File: src/rtl/scan_dec_pkg.sv
// Shared types and helpers for the scan decoder.
// Scan phases, mode encodings and the one-cold pattern generator.
package scan_dec_pkg;

  typedef enum logic [1:0] {
    IDLE,
    BLANKING,
    DRIVE
  } scan_state_e;

  localparam logic MODE_DIRECT = 1'b0;
  localparam logic MODE_SCAN   = 1'b1;

  function automatic logic [31:0] onecold(
    input logic [4:0] s
  );
    return ~(32'd1 << s);
  endfunction

endpackage

File: src/rtl/onecold_dec.sv
// Combinational N-to-2**N decoder with active-low outputs.
// An active-low enable forces every output inactive.
module onecold_dec
  import scan_dec_pkg::*;
#(
  parameter int SEL_W = 2
) (
  input  logic [SEL_W-1:0]    sel,
  input  logic                en_n,
  output logic [2**SEL_W-1:0] d_n
);

  localparam int OUT_W = 2**SEL_W;

  assign d_n = en_n ? '1 : OUT_W'(onecold(5'(sel)));

endmodule

File: src/rtl/scan_decoder_dl.sv
// Registered one-cold decoder with direct and auto-scan modes.
// Scan steps dwell DWELL cycles, the first BLANK of them blanked.
module scan_decoder_dl
  import scan_dec_pkg::*;
#(
  parameter int SEL_W = 2,
  parameter int DWELL = 4,
  parameter int BLANK = 0
) (
  input  logic                clk,
  input  logic                rst,
  input  logic                en_n,
  input  logic                mode,
  input  logic [SEL_W-1:0]    sel,
  input  logic                hold,
  output logic [2**SEL_W-1:0] d_n,
  output logic [SEL_W-1:0]    idx,
  output logic                wrap
);

  localparam int OUT_W = 2**SEL_W;
  localparam int CW    = $clog2(DWELL + 1);

  localparam logic [CW-1:0]    CNT_LAST = CW'(DWELL - 1);
  localparam logic [SEL_W-1:0] IDX_LAST = '1;

  scan_state_e      state_q, state_d;
  logic             mode_q, mode_d;
  logic [CW-1:0]    cnt_q, cnt_d;
  logic [SEL_W-1:0] idx_q, idx_d;
  logic [OUT_W-1:0] d_n_q, d_n_d;
  logic             wrap_q, wrap_d;

  logic             dis, dir, ld, hld, adv;
  logic             scan_on;
  logic             dec_en_n;
  logic [OUT_W-1:0] dec_out;

  // A scan resumes only from a live scan phase; otherwise it reloads.
  assign scan_on = !en_n && (mode == MODE_SCAN);
  assign dis = en_n;
  assign dir = !en_n && (mode == MODE_DIRECT);
  assign ld  = scan_on &&
               ((mode_q == MODE_DIRECT) || (state_q == IDLE));
  assign hld = scan_on && !ld && hold;
  assign adv = scan_on && !ld && !hold;

  always_comb begin
    state_d = state_q;
    mode_d  = mode_q;
    cnt_d   = cnt_q;
    idx_d   = idx_q;
    wrap_d  = 1'b0;
    unique case (1'b1)
      dis: begin
        cnt_d   = '0;
        state_d = IDLE;
      end
      dir: begin
        mode_d  = MODE_DIRECT;
        cnt_d   = '0;
        idx_d   = sel;
        state_d = IDLE;
      end
      ld: begin
        mode_d = MODE_SCAN;
        cnt_d  = '0;
        idx_d  = sel;
      end
      hld: ;
      adv: begin
        if (cnt_q == CNT_LAST) begin
          cnt_d  = '0;
          idx_d  = idx_q + SEL_W'(1);
          wrap_d = (idx_q == IDX_LAST);
        end else begin
          cnt_d = cnt_q + CW'(1);
        end
      end
      default: ;
    endcase
    if (ld || adv) begin
      state_d = (BLANK > int'(cnt_d)) ? BLANKING : DRIVE;
    end
  end

  assign dec_en_n = en_n || (state_d == BLANKING);

  onecold_dec #(
    .SEL_W(SEL_W)
  ) u_dec (
    .sel (idx_d),
    .en_n(dec_en_n),
    .d_n (dec_out)
  );

  assign d_n_d = hld ? d_n_q : dec_out;

  always_ff @(posedge clk) begin
    if (rst) begin
      state_q <= IDLE;
      mode_q  <= MODE_DIRECT;
      cnt_q   <= '0;
      idx_q   <= '0;
      d_n_q   <= '1;
      wrap_q  <= 1'b0;
    end else begin
      state_q <= state_d;
      mode_q  <= mode_d;
      cnt_q   <= cnt_d;
      idx_q   <= idx_d;
      d_n_q   <= d_n_d;
      wrap_q  <= wrap_d;
    end
  end

  assign d_n  = d_n_q;
  assign idx  = idx_q;
  assign wrap = wrap_q;

endmodule

File: config.mk
export PLATFORM = sky130hd
export DESIGN_NAME = scan_decoder_dl
export DESIGN_NICKNAME = d
export VERILOG_FILES = /design/src/rtl/scan_dec_pkg.sv /design/src/rtl/onecold_dec.sv /design/src/rtl/scan_decoder_dl.sv
export SDC_FILE = /design/constraint.sdc
export NUM_CORES = 1
export LEC_CHECK = 0
export CORE_AREA = 2 2 39 41
export CTS_BUF_LIST = sky130_fd_sc_hd__clkbuf_2
export DETAILED_ROUTE_END_ITERATION = 16
export DIE_AREA = 0 0 41 43
export HOLD_SLACK_MARGIN = 0.05
export PLACE_DENSITY = 0.82
export REMOVE_ABC_BUFFERS = 1
export SYNTH_ARGS = -nofsm -noshare
export SYNTH_HDL_FRONTEND = slang
export SYNTH_SLANG_ARGS = --single-unit
File: constraint.sdc
create_clock -name clk -period 3 [get_ports clk]
set_input_delay 0.6 -clock clk [delete_from_list [all_inputs] [get_ports clk]]
set_output_delay 0.6 -clock clk [all_outputs]
set_load 0.005 [all_outputs]
==> results by group <==
Logic synthesis
  • Post-synthesis mux area share: 0.03838
  • Synth Warn #: 0
  • Gate count of the mapped netlist: 62
  • Post-synth top area cell: dfxtp_1
  • FFs w/ async S/R, synth: 0
  • Largest family of logic cells by synthesized area: simple AND/OR/NAND/NOR gates
  • Synth top cells by count: dfxtp_1, nor2_1, and3_1, nand2_1
  • Main synth FF type: dfxtp_1
  • Avg Inst Size Synth: 9.989 um2
  • Synth Register Bits: 13
  • Ranking of synthesized cells by area: dfxtp_1, and3_1, ha_1
  • Post-synth top area share: 0.4202
  • Netlist cell types: 31
  • Post-synth EDFFs: 0
  • Sequential-to-total area share from yosys stat: 0.4202
  • Synthesized cell area: 619.3 um2
  • Post-Synth Simple-Gate Area: 0.2364
  • Count leader, synth: dfxtp_1
  • XOR/XNOR share of the synthesized area: 0.01414
  • Synth Area in Compound Gates: 0.2242
  • Adder-Cell Fraction of Synth Area: 0.04040

Timing
  • Fin Clk Skew: 3.449 ps
  • WHS: 472.6 ps
  • Slew HR: 0.7629
  • Setup tns final: 0 ps
  • Final setup fails: 0
  • RSZ-0062 raised after global routing: false
  • Shortest period the worst path allows: 1881 ps
  • Pins Over Slew Limit: 0
  • Hold Vio Cnt, Final: 0
  • Tcrit/Tclk final: 0.6268
  • Fmax: 531.8 MHz
  • Tightest Pin Transition: 354.5 ps

Floorplan
  • Die Wd: 41 um
  • I/O Pins: 14
  • Rows: 14
  • Die Y: 43 um
  • Initial Utilization: 0.4476
  • Die Area: 1763 um2
  • Core ar.: 1384 um2

Power
  • Leakage: 0.3025 nW
  • VDD IR max: 224.3 uV
  • Total power: 0.3139 mW
  • Pwr/cell area: 404.0 nW/um2

Worst hold path
  • Worst min-delay path category: reg -> reg
  • HP Start: cnt_q[1]

Drt
  • DRC viols: 0
  • Detail Route Antenna Nets: 0
  • Iter 0 DRT Violations: 8
  • Via count: 501
  • DRT Pass-1 Iters: 4
  • Vias per inst: 5.387
  • Final WL: 1.249 mm
  • Wire length per cell: 13.43 um

Clock tree
  • # H-tree levels: 1
  • Clk buf depth: 2
  • Num CTS Buffers: 3
  • Post-CTS sizing: 0
  • Clock input transition at the sequential cells of the worst setup and hold paths: 120 ps
  • Hold buffer count at CTS: 0
  • CTS tree: yes
  • Post-CTS Setup Repair Bufs: 0
  • Root buf cell: clkbuf_2
  • Clock Sinks: 13
  • Clk_lat worst skew: 280 ps

Final layout
  • Ant. Diodes: 0
  • Final instance area: 777.0 um2
  • Final net count: 87
  • Non-filler instance count after layout: 93
  • Layout cells sized above 1: 0.1299
  • Layout area overhead: 25.45%

Worst setup path
  • WP data arrival: 2110 ps
  • R2r startpoint: idx[0]
  • Req. time, crit path: 3230 ps
  • Crit path kind: in -> reg
  • CP peak stage delay: 580 ps
  • CP Launch Type: input port
  • Crit path max-delay cell type: clkdlybuf4s50_1
  • Worst Path Max Fanout: 11
  • CP startpoint: hold
  • Crit. End Element: flop
  • CP cell instances: clkdlybuf4s50_1 -> nor4bb_1 -> mux2i_2 -> o2bb2ai_1 -> o22a_1

Run
  • # Max-Cap Violations: 0

Global route
  • Grt ovf: 0
  • Initial antenna violation count: 0
  • Vias in the first global route: 475
  • First-pass GRT wire length: 1.945 mm
  • Total GRT Usage: 0.1724
  • Largest net degree at the start of global routing: 12

Placed design
  • GP Congestion: 0.7794
  • Placed insts: 89
  • Port bufs: 13
  • Placed cell areas: 757.0 um2

Outcome
  • Outcome: finished clean
-- power breakdown --
part	internal (mW)	switching (mW)
clock	0.0353	0.0571
sequential	0.177	0.00479
combinational	0.0231	0.0163
total	0.236	0.0781
-- worst max-delay path, delay by kind of cell --
family / cells / cell delay (ps)
AND/OR/NAND/NOR: 1 / 390
buffers and inverters: 1 / 580
AO/OA/AOI/OAI: 2 / 390
multiplexers: 1 / 140
-- metrics by stage --
| step | utilization | setup WS [ps] |
|---|---|---|
| 2_1_floorplan | - | 1535 |
| 3_3_place_gp | 0.5470 | 889.2 |
| 3_5_place_dp | 0.5470 | 824.7 |
| 4_1_cts | 0.5615 | 1096 |
| 5_1_grt | 0.5615 | 1027 |
| 6_report | 0.5615 | 1120 |
-- cells in the final DEF, fill, tap and decap left out --
cell type,Yosys,layout
a21oi_1,3,3
a2bb2oi_1,2,2
a2bb2oi_2,1,1
a31o_1,1,1
and2_1,1,1
and3_1,4,4
clkbuf_2,0,4
clkdlybuf4s50_1,0,13
dfxtp_1,13,13
ha_1,2,2
inv_1,1,1
mux2i_1,1,1
mux2i_2,1,1
nand2_1,4,4
nand2b_1,2,2
nand3_1,1,1
nand3b_1,1,1
nand4b_1,1,1
nor2_1,6,6
nor2b_1,1,1
nor3_1,3,3
nor3b_2,1,1
nor4bb_1,1,1
o211a_4,1,1
o211ai_2,1,1
o21ai_0,1,1
o21bai_2,1,1
o22a_1,2,2
o2bb2ai_1,1,1
o32a_1,1,1
xnor2_1,1,1
-- registers in the layout (all words and copies together), names as in the netlist --
| signal | cells |
|---|---|
| idx | 2 |
| wrap | 1 |
| state_q | 2 |
| mode_q | 1 |
| cnt_q | 3 |
| d_n | 4 |
-- path summary, 6_finish.rpt --
check	slack, ps	cells after the start	end
min reg2reg	470	2	cnt_q[1]
min	470	2	cnt_q[1]
max reg2reg	1420	5	d_n[0]
max	1120	5	d_n[0]
-- logic make-up (layout without fill, tap and decap cells) --
kind of cell             count (synthesis)  count (layout)
buffers and inverters                    3              18
adder cells (fa/ha/maj)                  2               2
AND/OR/NAND/NOR                         26              26
multiplexers                             2               2
flip-flops                              13              13
XOR/XNOR                                 1               1
AO/OA/AOI/OAI                           15              15
-- cell type report --
class	count	area, um2
Sequential cell	13	260.3
Clock buffer	4	20.02
Fill cell	136	606.8
Multi-Input combinational cell	46	342.8
Inverter	1	3.754
Tap cell	16	20.02
Timing Repair Buffer	13	130.1
-- layer usage --
metal | track usage | part of all wire | vias up
met4 | 0.1467 | 0.023 | 0
met3 | 0.06283 | 0.081 | 4
met2 | 0.2531 | 0.47 | 16
li1 | - | - | 259
met1 | 0.1824 | 0.43 | 222
met5 | 0 | 0 | -
Note: power is estimated with default switching activity, not from simulation.
==> variant 1 (config.mk and constraints unchanged) <==
Make the reset (`rst`) asynchronous in one clocked block.
--- a/src/rtl/scan_decoder_dl.sv
+++ b/src/rtl/scan_decoder_dl.sv
@@ -96,7 +96,7 @@
 
   assign d_n_d = hld ? d_n_q : dec_out;
 
-  always_ff @(posedge clk) begin
+  always_ff @(posedge clk or posedge rst) begin
     if (rst) begin
       state_q <= IDLE;
       mode_q  <= MODE_DIRECT;
Formal check against the unedited RTL: differs if rst is asserted again (counterexample within 4 cycles, from zero or initial values and one cycle with rst high); with rst held inactive, the same outputs for 10 cycles.
==> variant 1 against the original RTL <==
  * Combinational power grew 37%
  * Core utilization increased by 2.2 points
  * Synthesized cell count shrank 8.1%
  * Power grew 7.6%
  * Hold slack better by 0.037 ns
  * Routed wire length fell by 10%
  * Global-route usage fell by 1.0 points
  * Critical path depth up 1
  * Final area up 3.9%
  * Cell count down 4.3%
  * Area after synthesis is 3.4% higher
  * Setup slack worse by 0.074 ns
  * Count of clock-buffer cells in the layout unchanged
  * Sequential cell count unchanged
  * Critical endpoint is now d_n[1]$_DFFE_PP1N_
  * Highest routed layer unchanged
==> variant 1: results (changes against the original RTL) <==
Status -> finished, final reports clean
Longest Clk Path Bufs -> 2 (unchanged)
Post-DP HPWL -> 848 um
Lkg Pwr -> 0.357 nW (+18%)
Post-synth ARST share -> 100% (+100 points)
YS warnings -> 0 (unchanged)
Nets@finish -> 83 (-4.6%)
Flops & latches, synth -> 13 (unchanged)
All-Layer GR Usage -> 16.2% (-1.0 points)
Delay-heaviest family, CP -> buffers and inverters
Measured slew at the worst slew-check pin -> 0.471 ns (+0.117 ns)
Clock-pin slew on the worst setup and hold paths -> 0.12 ns (about the same)
Top layer in use -> met4
Top-count cell post-synth -> dfrtp_1
Vias in the first global route -> 433 (-8.8%)
Post_cts resized -> 0 (unchanged)
Via density -> 5.19 (-3.6%)
Top cells by area, synth -> dfrtp_1 (35%), dfstp_2 (16%), a221oi_4 (4.1%)
Worst-Skew Late Latency -> 0.26 ns (-0.02 ns)
CTS root buf -> clkbuf_2
Hold Buf Count CTS -> 0 (unchanged)
Top cells by count, synth -> dfrtp_1 (9), dfstp_2 (4)
Largest register FFs -> 4 (unchanged)
Routed wl met3 -> 72 um (-29%)
Routed length per placed instance -> 12.6 um (-6.0%)
Crit-path max cell delay -> 0.58 ns (about the same)
Share of layout cells above drive strength 1 -> 17.8% (+4.8 points)
Final Wtd Congestion -> 0.789 (+1.2%)
Final setup fails -> 0 (unchanged)
Clock Skews -> 0.00139 ns (-0.00206 ns)
Cells after DPL -> 85 (-4.5%)
Seq/Total Area, Yosys -> 51.6% (+9.5 points)
CP arrival -> 2.16 ns (+0.05 ns)
Final Non-Filler Cells -> 89 (-4.3%)
Setup Buffers After CTS -> 0 (unchanged)
Cell variety after synth -> 29 (-6.5%)
Hold Path Class -> reg -> reg
Drt pass-1 iters -> 4 (unchanged)
Total CTS buffers -> 3 (unchanged)
Met1 wire length -> 543 um (+1.3%)
Initial antenna violation count -> 0 (unchanged)
First-pass GRT wire length -> 1870 um (-3.9%)
Antenna diodes -> 0 (unchanged)
VDD IR-drop max -> 0.000245 V (+9.1%)
Number of port buffers -> 13 (unchanged)
Met2 wire len -> 495 um (-15%)
Syn Area/Cell -> 11.2 sq um (+13%)
Total grt overflow -> 0 (unchanged)
H-tree depth -> 1 (unchanged)
Post-route ant nets -> 0 (unchanged)
Largest net degree at the start of global routing -> 14 (+2)
Switch Pwr -> 85.7 uW (+9.7%)
Starting DRT DRC Count -> 8 (unchanged)
variant 1: final cells by class:
type / instances / area (sq um)
inverter: 4 / 15.0
clock buffer: 4 / 20.0
sequential: 13 / 330
multi-input combinational: 39 / 292
timing repair buffer: 13 / 130
fill: 143 / 577
tap: 16 / 20.0
variant 1: cells by family (layout without fill, tap and decap cells):
| kind of cell | count (synthesis) | count (layout) | synth area share, % |
|---|---|---|---|
| xor gates and xnor gates | 1 | 1 | 1.37 |
| adders and majority gates | 2 | 2 | 3.91 |
| DFF | 13 | 13 | 51.6 |
| and+or+nand+nor | 23 | 23 | 22.7 |
| AOI/OAI and AO/OA | 13 | 13 | 17.6 |
| buffers and inverters | 5 | 21 | 2.93 |
variant 1: worst register-to-register path: cells and delay by family (launching register included):
family	cells	cell delay (ns)
AOI/OAI and AO/OA	2	0.46
DFF	1	0.42
adders and majority gates	1	0.24
and+or+nand+nor	1	0.22
xor gates and xnor gates	1	0.14
variant 1: stage by stage:
stage | hold WS, ns | total power [mW] | setup slack [ns] | instance area, sq um
after floorplan | 0.474 | 0.222 | 1.50 | 637
after global placement | 0.499 | 0.250 | 0.763 | 787
after detailed placement | 0.494 | 0.251 | 0.772 | 787
after CTS | 0.511 | 0.342 | 1.07 | 807
after global routing | 0.523 | 0.357 | 0.948 | 807
final | 0.509 | 0.338 | 1.05 | 807
variant 1: final timing paths:
check	from	to	slack, ns	depth (start not counted)
setup / recovery	hold	d_n[1]$_DFFE_PP1N_	1.05	6
hold / removal	d_n[0]$_DFFE_PP1N_	d_n[0]$_DFFE_PP1N_	0.51	2
setup reg to reg	cnt_q[0]$_DFFE_PP0P_	idx[0]$_DFF_PP0_	1.40	5
hold reg to reg	d_n[0]$_DFFE_PP1N_	d_n[0]$_DFFE_PP1N_	0.51	2
max in group asynchronous	rst	d_n[1]$_DFFE_PP1N_	2.02	2
min in group asynchronous	rst	cnt_q[2]$_DFFE_PP0P_	0.63	2
variant 1: routing by layer:
metal / vias up / GRT usage [%]
met4: 0 / 12.0
met3: 2 / 3.14
met1: 201 / 21.9
li1: 241 / -
met2: 18 / 21.9
met5: - / 0
variant 1: power by group through the flow:
stage	clock network, mW	registers (mW)	logic (mW)
floorplan	0	0.196	0.0252
global placement	0	0.197	0.0539
detailed placement	0	0.197	0.0540
CTS	0.0937	0.194	0.0543
global route	0.101	0.195	0.0608
finish	0.0904	0.193	0.0538
==> variant 2 (same flow settings) <==
Without the edit above. `SEL_W` is set to 2 in 2 places; all go to 1.
--- a/src/rtl/onecold_dec.sv
+++ b/src/rtl/onecold_dec.sv
@@ -3,7 +3,7 @@
 module onecold_dec
   import scan_dec_pkg::*;
 #(
-  parameter int SEL_W = 2
+  parameter int SEL_W = 1
 ) (
   input  logic [SEL_W-1:0]    sel,
   input  logic                en_n,
--- a/src/rtl/scan_decoder_dl.sv
+++ b/src/rtl/scan_decoder_dl.sv
@@ -3,7 +3,7 @@
 module scan_decoder_dl
   import scan_dec_pkg::*;
 #(
-  parameter int SEL_W = 2,
+  parameter int SEL_W = 1,
   parameter int DWELL = 4,
   parameter int BLANK = 0
 ) (
Interface: changed (resized d_n, idx and sel); port bits go from 14 to 10. No check against the original RTL was run, so the function may have changed too.
==> variant 2 against the original RTL <==
  * Routed wire length down 43%
  * Final area is 28% lower
  * Power is 24% lower
  * Critical path depth is 4 lower
  * Sequential cell count fell by 3
  * Setup slack better by 0.13 ns
  * Via count shrank 30%
  * Largest cell class unchanged
  * Critical path type is now reg -> out
  * Area after synthesis decreased by 29%
==> variant 2: results (changes against the original RTL) <==
Via density -> 4.69 (-13%)
Largest net degree at the start of global routing -> 10 (-2)
Lkg Pwr -> 0.212 nW (-30%)
Number of port buffers -> 9 (-4)
Synth top area share -> 45.6% (+3.6 points)
Drt total wl -> 707 um (-43%)
Worst-Skew Late Latency -> 0.25 ns (-0.03 ns)
First-pass GRT wire length -> 1170 um (-40%)
R2R Setup Slk -> 1.72 ns (+0.30 ns)
Crit-path max cell delay -> 0.52 ns (-0.06 ns)
All-Layer GR Usage -> 10.3% (-7.0 points)
Fillers -> 137 (+0.74%)
Largest register FFs -> 3 (-1)
Top cells by area, synth -> dfxtp_1 (46%), nor2_1 (5.1%), mux2i_1 (4.6%)
Crit-path max FO -> 4 (-7)
Hold Vio Cnt, Final -> 0 (unchanged)
Top cells by count, synth -> dfxtp_1 (10), nor2_1 (6), nand2_1 (4), inv_1 (3)
Share of layout cells above drive strength 1 -> 15.3% (+2.3 points)
Clock-pin slew on the worst setup and hold paths -> 0.10 ns (-0.02 ns)
Cell variety after synth -> 24 (-23%)
Starting DRT DRC Count -> 10 (+2)
Clock Skews -> 0.00463 ns (+0.00118 ns)
Area after DPL -> 538 sq um (-29%)
Final Wtd Congestion -> 0.689 (-12%)
Status -> finished, final reports clean
Nets@finish -> 67 (-23%)
Seq/Total Area, Yosys -> 45.6% (+3.6 points)
Max_slew headroom -> 80.5% (+4.2 points)
==> variant 2: changes by cell type after synthesis, moves of 2 or more <==
cell and delta:
and3_1 -4, dfxtp_1 -3, a2bb2oi_1 -2, inv_1 +2, o22a_1 -2
==> variant 2: layer usage <==
layer,GRT usage (%),part of all wire (%),up-vias,wire [um]
li1,-,-,185,-
met1,13.7,48,158,339
met2,12.2,46,7,326
met3,3.14,4.5,2,32
met4,10.0,1.4,0,10
met5,0,0,-,0
==> variant 2: worst paths after layout <==
path	from	to	depth (start not counted)
worst max-delay path	idx$_SDFF_PP0_	idx	1
worst min-delay path	state_q[0]$_SDFF_PP0_	state_q[0]$_SDFF_PP0_	2
worst max register to register	cnt_q[0]$_SDFFE_PP0P_	d_n[1]$_SDFFE_PP1N_	5
worst min register to register	state_q[0]$_SDFF_PP0_	state_q[0]$_SDFF_PP0_	2
==> variant 2: cell families after synthesis <==
family                   count (synthesis)  synth area share (%)
AO/OA/AOI/OAI                            9                  16.2
XOR/XNOR                                 1                  1.99
adder cells (fa/ha/maj)                  1                  2.85
buffers and inverters                    5                  5.98
flip-flops                              10                  45.6
multiplexers                             2                  4.56
AND/OR/NAND/NOR                         19                  22.8
==> variant 2: cell type report <==
cell class | count | area share [%]
Tap cell | 16 | 3.60
Timing Repair Buffer | 9 | 16.2
Sequential cell | 10 | 36.0
Clock buffer | 3 | 2.70
Multi-Input combinational cell | 32 | 38.2
Clock inverter | 1 | 0.674
Inverter | 4 | 2.70
==> variant 2: report_power, final <==
group / internal, mW / switching [mW]
logic: 0.0148 / 0.0102
clock network: 0.0290 / 0.0451
registers: 0.136 / 0.00243
total: 0.180 / 0.0578
==> variant 2: stage by stage <==
step / instances / util [%] / hold slack, ns / power [mW] / setup slack, ns
finish: 75 / 40.2 / 0.494 / 0.238 / 1.25
global route: 75 / 40.2 / 0.526 / 0.256 / 1.16
CTS: 75 / 40.2 / 0.494 / 0.243 / 1.23
detailed placement: 71 / 38.9 / 0.480 / 0.167 / 1.19
global placement: 71 / 38.9 / 0.471 / 0.166 / 1.21
floorplan: 46 / - / 0.452 / 0.152 / 1.81
